$ cat config.mk
export PLATFORM = sky130hd
export DESIGN_NAME = dps_decoder_37_flat
export DESIGN_NICKNAME = d
export VERILOG_FILES = /design/src/rtl/dps_decoder_37_if.sv /design/src/rtl/dps_decoder_37.sv /design/src/flat_wrapper.sv
export SDC_FILE = /design/constraint.sdc
export NUM_CORES = 1
export LEC_CHECK = 0
export ABC_CLOCK_PERIOD_IN_PS = 7030
export CAP_MARGIN = 30
export CORE_MARGIN = 4
export CORE_UTILIZATION = 60
export CTS_CLUSTER_SIZE = 20
export DETAILED_ROUTE_END_ITERATION = 7
export DONT_BUFFER_PORTS = 1
export PLACE_DENSITY = 0.74
export SLEW_MARGIN = 20
export SYNTH_ARGS = -nofsm -noshare
export SYNTH_HDL_FRONTEND = slang
export SYNTH_SLANG_ARGS = --single-unit
$ cat constraint.sdc
create_clock -name clock -period 7.03 [get_ports clock]
set_clock_uncertainty 0.2 [all_clocks]
set_input_delay 1.406 -clock clock [delete_from_list [all_inputs] [get_ports clock]]
set_output_delay 1.406 -clock clock [all_outputs]
set_load 0.05 [all_outputs]
$ cat src/rtl/dps_decoder_37_if.sv
// Receive-side bus bundle for the 37-wire DPS decoder.
// Master drives codewords and the counter clear; slave returns decoded words.
interface dps_decoder_37_if #(
    parameter int DW = 26
);
    logic          code_valid;
    logic [36:0]   codein;
    logic          err_clr;
    logic          data_valid;
    logic [DW-1:0] dataout;
    logic          overflow;
    logic [15:0]   err_cnt;

    modport master (
        output code_valid,
        output codein,
        output err_clr,
        input  data_valid,
        input  dataout,
        input  overflow,
        input  err_cnt
    );

    modport slave (
        input  code_valid,
        input  codein,
        input  err_clr,
        output data_valid,
        output dataout,
        output overflow,
        output err_cnt
    );
endinterface

$ cat src/rtl/dps_decoder_37.sv
// Three-stage DPS (Fibonacci weight-sum) codeword decoder for a 37-wire bus,
// with overflow flag and saturating overflow counter.
module dps_decoder_37 (
    input logic             clock,
    input logic             rst_n,
    dps_decoder_37_if.slave bus
);
    localparam int DBLEN37 = 26;
    localparam int SW      = DBLEN37 + 2;

    // FNS(1)=1, FNS(2)=2, FNS(n)=FNS(n-1)+FNS(n-2)
    function automatic logic [63:0] fns(input int n);
        logic [63:0] a;
        logic [63:0] b;
        logic [63:0] c;
        a = 64'd1;
        b = 64'd2;
        if (n <= 1) return 64'd1;
        for (int i = 3; i <= n; i++) begin
            c = a + b;
            a = b;
            b = c;
        end
        return b;
    endfunction

    function automatic logic [63:0] wt(input int k);
        logic [63:0] w;
        if (k == 0)       w = 64'd1;
        else if (k <= 34) w = fns(k + 1);
        else if (k == 35) w = fns(36) << 1;
        else              w = fns(37);
        return w;
    endfunction

    function automatic logic [63:0] gsum(input int lo, input int hi);
        logic [63:0] s;
        s = 64'd0;
        for (int k = lo; k <= hi; k++) s = s + wt(k);
        return s;
    endfunction

    localparam int PW0 = $clog2(gsum(0, 9) + 64'd1);
    localparam int PW1 = $clog2(gsum(10, 19) + 64'd1);
    localparam int PW2 = $clog2(gsum(20, 29) + 64'd1);
    localparam int PW3 = $clog2(gsum(30, 36) + 64'd1);

    logic [36:0]        r_code;
    logic               r_v0;
    logic [PW0-1:0]     r_ps0;
    logic [PW1-1:0]     r_ps1;
    logic [PW2-1:0]     r_ps2;
    logic [PW3-1:0]     r_ps3;
    logic               r_v1;
    logic               r_dv;
    logic [DBLEN37-1:0] r_dout;
    logic               r_ovf;
    logic [15:0]        r_err;

    logic [SW-1:0]      w_term [37];
    logic [PW0-1:0]     w_ps0;
    logic [PW1-1:0]     w_ps1;
    logic [PW2-1:0]     w_ps2;
    logic [PW3-1:0]     w_ps3;
    logic [SW-1:0]      w_sum;
    logic               w_ovf;
    logic               w_inc;

    for (genvar k = 0; k < 37; k++) begin : g_term
        localparam logic [63:0] WK = wt(k);
        assign w_term[k] = r_code[k] ? WK[SW-1:0] : '0;
    end

    always_comb begin
        w_ps0 = '0;
        w_ps1 = '0;
        w_ps2 = '0;
        w_ps3 = '0;
        for (int k = 0; k < 10; k++)
            w_ps0 = w_ps0 + PW0'(w_term[k]);
        for (int k = 10; k < 20; k++)
            w_ps1 = w_ps1 + PW1'(w_term[k]);
        for (int k = 20; k < 30; k++)
            w_ps2 = w_ps2 + PW2'(w_term[k]);
        for (int k = 30; k < 37; k++)
            w_ps3 = w_ps3 + PW3'(w_term[k]);
    end

    assign w_sum = SW'(r_ps0) + SW'(r_ps1)
                 + SW'(r_ps2) + SW'(r_ps3);
    assign w_ovf = |w_sum[SW-1:DBLEN37];
    assign w_inc = r_v1 && w_ovf && (r_err != 16'hFFFF);

    // S0: capture
    always_ff @(posedge clock or negedge rst_n) begin
        if (!rst_n) begin
            r_code <= '0;
            r_v0   <= 1'b0;
        end else begin
            r_code <= bus.codein;
            r_v0   <= bus.code_valid;
        end
    end

    // S1: partial sums
    always_ff @(posedge clock or negedge rst_n) begin
        if (!rst_n) begin
            r_ps0 <= '0;
            r_ps1 <= '0;
            r_ps2 <= '0;
            r_ps3 <= '0;
            r_v1  <= 1'b0;
        end else begin
            r_ps0 <= w_ps0;
            r_ps1 <= w_ps1;
            r_ps2 <= w_ps2;
            r_ps3 <= w_ps3;
            r_v1  <= r_v0;
        end
    end

    // S2: outputs hold while no valid result arrives
    always_ff @(posedge clock or negedge rst_n) begin
        if (!rst_n) begin
            r_dv   <= 1'b0;
            r_dout <= '0;
            r_ovf  <= 1'b0;
        end else begin
            r_dv <= r_v1;
            if (r_v1) begin
                r_dout <= w_sum[DBLEN37-1:0];
                r_ovf  <= w_ovf;
            end
        end
    end

    always_ff @(posedge clock or negedge rst_n) begin
        if (!rst_n)
            r_err <= '0;
        else if (bus.err_clr)
            r_err <= '0;
        else if (w_inc)
            r_err <= r_err + 16'd1;
    end

    assign bus.data_valid = r_dv;
    assign bus.dataout    = r_dout;
    assign bus.overflow   = r_ovf;
    assign bus.err_cnt    = r_err;
endmodule
$ cat src/flat_wrapper.sv
// flat-port wrapper written by rule: the top's interface ports become plain ports
module dps_decoder_37_flat 
  (clock, rst_n, bus_code_valid, bus_codein, bus_err_clr, bus_data_valid, bus_dataout, bus_overflow, bus_err_cnt);
  dps_decoder_37_if bus_i ();
  input logic clock;
  input logic rst_n;
  input wire logic [$bits(bus_i.code_valid)-1:0] bus_code_valid;
  input wire logic [$bits(bus_i.codein)-1:0] bus_codein;
  input wire logic [$bits(bus_i.err_clr)-1:0] bus_err_clr;
  output wire logic [$bits(bus_i.data_valid)-1:0] bus_data_valid;
  output wire logic [$bits(bus_i.dataout)-1:0] bus_dataout;
  output wire logic [$bits(bus_i.overflow)-1:0] bus_overflow;
  output wire logic [$bits(bus_i.err_cnt)-1:0] bus_err_cnt;
  assign bus_i.code_valid = bus_code_valid;
  assign bus_i.codein = bus_codein;
  assign bus_i.err_clr = bus_err_clr;
  assign bus_data_valid = bus_i.data_valid;
  assign bus_dataout = bus_i.dataout;
  assign bus_overflow = bus_i.overflow;
  assign bus_err_cnt = bus_i.err_cnt;
  dps_decoder_37 u_core (.clock(clock), .rst_n(rst_n), .bus(bus_i));
endmodule
---- Word-level counts from Yosys, hierarchy flattened ----
Index checks and enable logic that the tools add are counted.
storage, ports and cells
  bits in writable memories ............... 0
  flip-flop bits (word level) ............. 155
  logic and storage cells ................. 92
  memories ................................ 0
  bits of input ports ..................... 41
  memory bits (read-only) ................. 0
  bits in latches ......................... 0
  output and inout port bits .............. 44
cells by class
  equality and inequality tests ........... 1
  reduce and logical (&&, ||, !) cells .... 4
  divide/modulo/power cells ............... 0
  multipliers ............................. 0
  add/sub/neg operators ................... 37
  $lt $le $gt $ge ......................... 0
  shift-type cells ........................ 0
  bitwise operators ....................... 0
  muxes and demuxes ....................... 39
operator list
  cell                                                              count
  22-bit adder                                                      9
  27-bit adder                                                      6
  15-bit adder                                                      9
  8-bit adder                                                       9
  26-bit two-way mux                                                2
  16-bit two-way mux                                                3
  24-bit two-way mux                                                2
  22-bit two-way mux                                                2
  19-bit two-way mux                                                2
  17-bit two-way mux                                                2
  15-bit two-way mux                                                2
  28-bit by 22-bit adder with 28-bit output                         1
  28-bit by 27-bit adder with 28-bit output                         1
  13-bit two-way mux                                                2
  23-bit two-way mux                                                1
  21-bit two-way mux                                                1
  10-bit two-way mux                                                2
  20-bit two-way mux                                                1
  18-bit two-way mux                                                1
  16-bit by 1-bit adder with 16-bit output (second input constant)  1
  8-bit by 15-bit adder with 16-bit output                          1
  8-bit two-way mux                                                 2
  16-bit inequality test (second input constant)                    1
  14-bit two-way mux                                                1
  other kinds (13)                                                  17

---- Depth between registers and ports, before layout ----
  depth after elaboration ................. 10
  gate-level depth with buffers ........... 23
  depth with buffers taken out ............ 22

---- Worst setup path after synthesis ----
Ideal clock, no wire load.
  path kind ............................... reg2reg
  from .................................... reg u_core.r_ps1[1]
  to ...................................... reg u_core.r_err[15] (netlist: u_core.bus.err_cnt[15])
  cell stages (with the launch flop) ...... 21
  data arrival time ....................... 4.803 ns
  clock period less this slack ............ 5.128 ns
  setup slack ............................. 1.902 ns
  data required time ...................... 6.705 ns
  setup time .............................. 0.125 ns
  cell sequence ........................... dfrtp_1 > ha_1 > a21o_1 > a21oi_1 > o21ai_0 > a21oi_1 > o21ai_0 > a31oi_1 > nor2_1 > xnor2_1 > fa_1 > inv_1 > ha_1 > and2_1 > and4_1 > and3_1 > o2bb2ai_4 > o221a_4 > nor4b_1 > and3_1 > mux2_2
on the way
  word-level cells in the longest chain between the ends .. 7
ends and longest elaborated chain
  item                                       line                   text
  start: declaration                         dps_decoder_37.sv:51   logic [PW1-1:0] r_ps1;
  start signal: assignment                   dps_decoder_37.sv:115  r_ps1 <= w_ps1;
  8-bit by 15-bit adder with 16-bit output   dps_decoder_37.sv:89   assign w_sum = SW'(r_ps0) + SW'(r_ps1)
  28-bit by 22-bit adder with 28-bit output  dps_decoder_37.sv:90   + SW'(r_ps2) + SW'(r_ps3);
  28-bit by 27-bit adder with 28-bit output  dps_decoder_37.sv:90
  2-bit OR reduction                         dps_decoder_37.sv:91   assign w_ovf = |w_sum[SW-1:DBLEN37];
  1-bit logical AND (2 in a row)             dps_decoder_37.sv:92   assign w_inc = r_v1 && w_ovf && (r_err != 16'hFFFF);
  2-bit nonzero test (no source line)        n/a
  end signal: assignment                     dps_decoder_37.sv:143  r_err <= r_err + 16'd1;
  end: declaration                           dps_decoder_37.sv:58   logic [15:0] r_err;
Every way passes these cells.
A chain may end at the register's enable or synchronous reset.

---- Final worst setup path ----
  from .................................... reg u_core.r_ps1[1]
  to ...................................... reg u_core.r_err[8] (netlist: u_core.bus.err_cnt[8])
The elaborated chain is that of the path after synthesis.

==> results.sh <==
export IMPL_status="finished clean"
export IMPL_whs_endpoint="u_core.r_v1"
export IMPL_synth_edf_count=0
export IMPL_rr_endpoint="u_core.bus.err_cnt[8]"
export IMPL_htree_num_levels=4
export IMPL_wl_um=24800
export IMPL_hold_path_class="flip-flop to flip-flop"
export IMPL_whs_ns=0.152
export IMPL_cts_sinks=155
export IMPL_setup_viol=0
export IMPL_cts_buffers=17
export IMPL_slew_headroom_pct=45.8
export IMPL_synthXorXnorAreaFrac_pct=5.90
export IMPL_syn_inst=1207
export IMPL_critPathRequiredTime_ns=7.15
export IMPL_firstDrtPassIters=5
export IMPL_grt_overflow=0
export IMPL_critical_path_startpoint_type="flip-flop"
export IMPL_initial_core_util_pct=60.7
export IMPL_gp_congestion=0.911
export IMPL_synth_compound_area_share_pct=10.6
export IMPL_dp_hpwl_um=20100
export IMPL_syn_num_nets=1574
export IMPL_die_area_um2=24500
export IMPL_yosys_area_share_simple_pct=8.57
export IMPL_antenna_found_initial=0
export IMPL_endpoint_kind="flip-flop"
export IMPL_grt_max_degree=156
export IMPL_antenna_cells=0
export IMPL_die_x_um=156
export IMPL_nNetsFinal=1583
export IMPL_synth_area_leader_cell="dfrtp_1"
export IMPL_cp_max_fo=9
export IMPL_crit_type="flip-flop to flip-flop"
export IMPL_holdPathStages=0
export IMPL_finalCritPeriodShare_pct=82.2
export IMPL_netlist_area_um2=13200
export IMPL_synth_top_family_by_area="adder cells"
export IMPL_ys_seq_area_share_pct=29.4
export IMPL_r2r_slack_ns=1.25
export IMPL_ys_flop_type="dfrtp_1"
export IMPL_port_buffer_count=0
export IMPL_wl_per_cell_um=16.4
export IMPL_drv_cap=0
export IMPL_finalSetupTns_ns=0
export IMPL_synthAdderAreaFrac_pct=38.0
export IMPL_core_area_um2=21800
export IMPL_drc=0
export IMPL_rr_worst_depth=20
export IMPL_area_growth_pct=6.71
export IMPL_cts_buffer_depth=2
export IMPL_yosys_cell_types_count=67
export IMPL_slew_violations=0
export IMPL_hold_viol=0
export IMPL_fmax_ghz=0.173
export IMPL_worst_pin_slew_ns=0.806
export IMPL_synth_common_cells="201 x ha_1, 174 x inv_1, 155 x dfrtp_1, 125 x fa_1, 69 x nor2_1"
export IMPL_synth_seq_cells=155
export IMPL_period_minus_slack_ns=5.78
export IMPL_rsz0062_at_grt="false"
export IMPL_vias=8536
export IMPL_avgSynthCellArea_um2=10.9
export IMPL_die_h_um=156
export IMPL_synthTopCellsByArea="dfrtp_1 29%, ha_1 19%, fa_1 19%"
export IMPL_grt_pass1_vias=9079
export IMPL_grt_pass1_wl_um=43400
export IMPL_ioPinCount=85
export IMPL_dr_first_iter_drc_count=401
export IMPL_cts_setup_buffers=0
export IMPL_crit_arrival_ns=5.90
export IMPL_drive_above_1_share_pct=6.18
export IMPL_synth_top_area_share_pct=29.4
export IMPL_synthArstFlopShare_pct=100
export IMPL_yosysWarnings=0
export IMPL_cts_tree="done"
export IMPL_n_fill_cell=1705
export IMPL_hp_start="u_core.r_v0"
export IMPL_viasPerCell=5.66
export IMPL_cts_root_buf="clkbuf_16"
export IMPL_ant_nets=0
export IMPL_fp_row_count=54
export IMPL_grt_usage_pct=22.1
export IMPL_timing_rr_start="u_core.r_ps1[1]"
export IMPL_ctsResizeCount=0
export IMPL_critPathLaunch="u_core.r_ps1[1]"
export IMPL_synthMostInstantiatedCell="ha_1"
export IMPL_synthMuxAreaShare_pct=2.18
export IMPL_cts_clk_slew_worst_paths_ns=0.07
export IMPL_holdBufCountCts=0
export IMPL_clk_latency_ns=0.43
==> stage by stage <==
| stage | instances | setup slack, ns | util [%] | area (um^2) |
|---|---|---|---|---|
| floorplan | 1207 | 1.90 | - | 13200 |
| global placement | 1477 | 1.52 | 62.1 | 13500 |
| detailed placement | 1477 | 1.35 | 62.1 | 13500 |
| CTS | 1509 | 1.33 | 64.8 | 14100 |
| global route | 1509 | 0.808 | 64.8 | 14100 |
| finish | 1509 | 1.25 | 64.8 | 14100 |
==> metal layers <==
layer	routed length, um	vias up	part of all wire, %	global-route usage, %
li1	-	4130	-	-
met1	10600	4214	43	28.4
met2	12600	160	51	38.8
met3	1090	32	4.4	3.84
met4	477	0	1.9	5.91
met5	0	-	0	0
==> cell usage in the layout (no fill, tap or decap), drive strengths merged, types with 4 or more instances in the layout <==
cell type and n:
a211oi 9, a21o 23, a21oi 66, a31o 5
a31oi 12, and2 4, and3 9, and4 5
clkbuf 18, dfrtp 155, fa 125, ha 201
inv 183, mux2 24, nand2 41, nand2b 5
nand3 19, nand4 6, nor2 69, nor2b 19
nor3 17, nor4 6, o211ai 10, o21a 11
o21ai 30, o21bai 12, o31ai 4, or2 4
or3 5, xnor2 62, xor2 27
==> layout make-up <==
class	count	area, um^2	share of cell area [%]
multi-input cells	867	8620	61.2
flip-flops and latches	155	3880	27.5
inverters	174	653	4.63
clock buffers	18	429	3.04
well taps	280	350	2.49
clock inverters	14	153	1.08
repair buffers	1	7.51	0.0533
==> kinds of logic (layout without fill, tap and decap cells) <==
| logic type | after synthesis | in the layout |
|---|---|---|
| AO/OA/AOI/OAI | 209 | 209 |
| XOR/XNOR | 89 | 89 |
| adder cells (fa/ha/maj) | 326 | 326 |
| buffers and inverters | 185 | 207 |
| flip-flops | 155 | 155 |
| multiplexers | 25 | 25 |
| AND/OR/NAND/NOR | 218 | 218 |
==> how the worst max path moves through the flow <==
stage and endpoint:
3_3_place_gp u_core.bus.err_cnt[4], 3_5_place_dp u_core.bus.err_cnt[8], 5_1_grt u_core.bus.err_cnt[8], 6_report u_core.bus.err_cnt[8], 2_1_floorplan u_core.bus.err_cnt[15], 4_1_cts u_core.bus.err_cnt[8]
==> critical path, stage by stage (launching register included) <==
cell	delay, ns
dfrtp_1	0.39
ha_1	0.30
a21o_1	0.18
a21oi_1	0.22
o21ai_0	0.11
a21oi_1	0.24
o21ai_0	0.20
a31oi_1	0.38
nor2_1	0.11
xnor2_1	0.16
fa_1	0.49
inv_1	0.04
ha_1	0.35
a21oi_1	0.21
o21ai_0	0.14
a31oi_1	0.39
o2bb2ai_4	0.15
o221a_4	0.35
nor4bb_4	0.54
nand4_2	0.18
mux2_4	0.33
==> registers in the layout, summed over array words and instances (netlist names) <==
register / cells
u_core.bus.data_valid: 1
u_core.bus.dataout: 26
u_core.bus.err_cnt: 16
u_core.bus.overflow: 1
u_core.r_code: 37
u_core.r_ps0: 8
u_core.r_ps1: 15
u_core.r_ps2: 22
u_core.r_ps3: 27
u_core.r_v0: 1
u_core.r_v1: 1
Power is not shown: default switching activity piles up to over one toggle a cycle in this logic, so the estimate is an artifact.
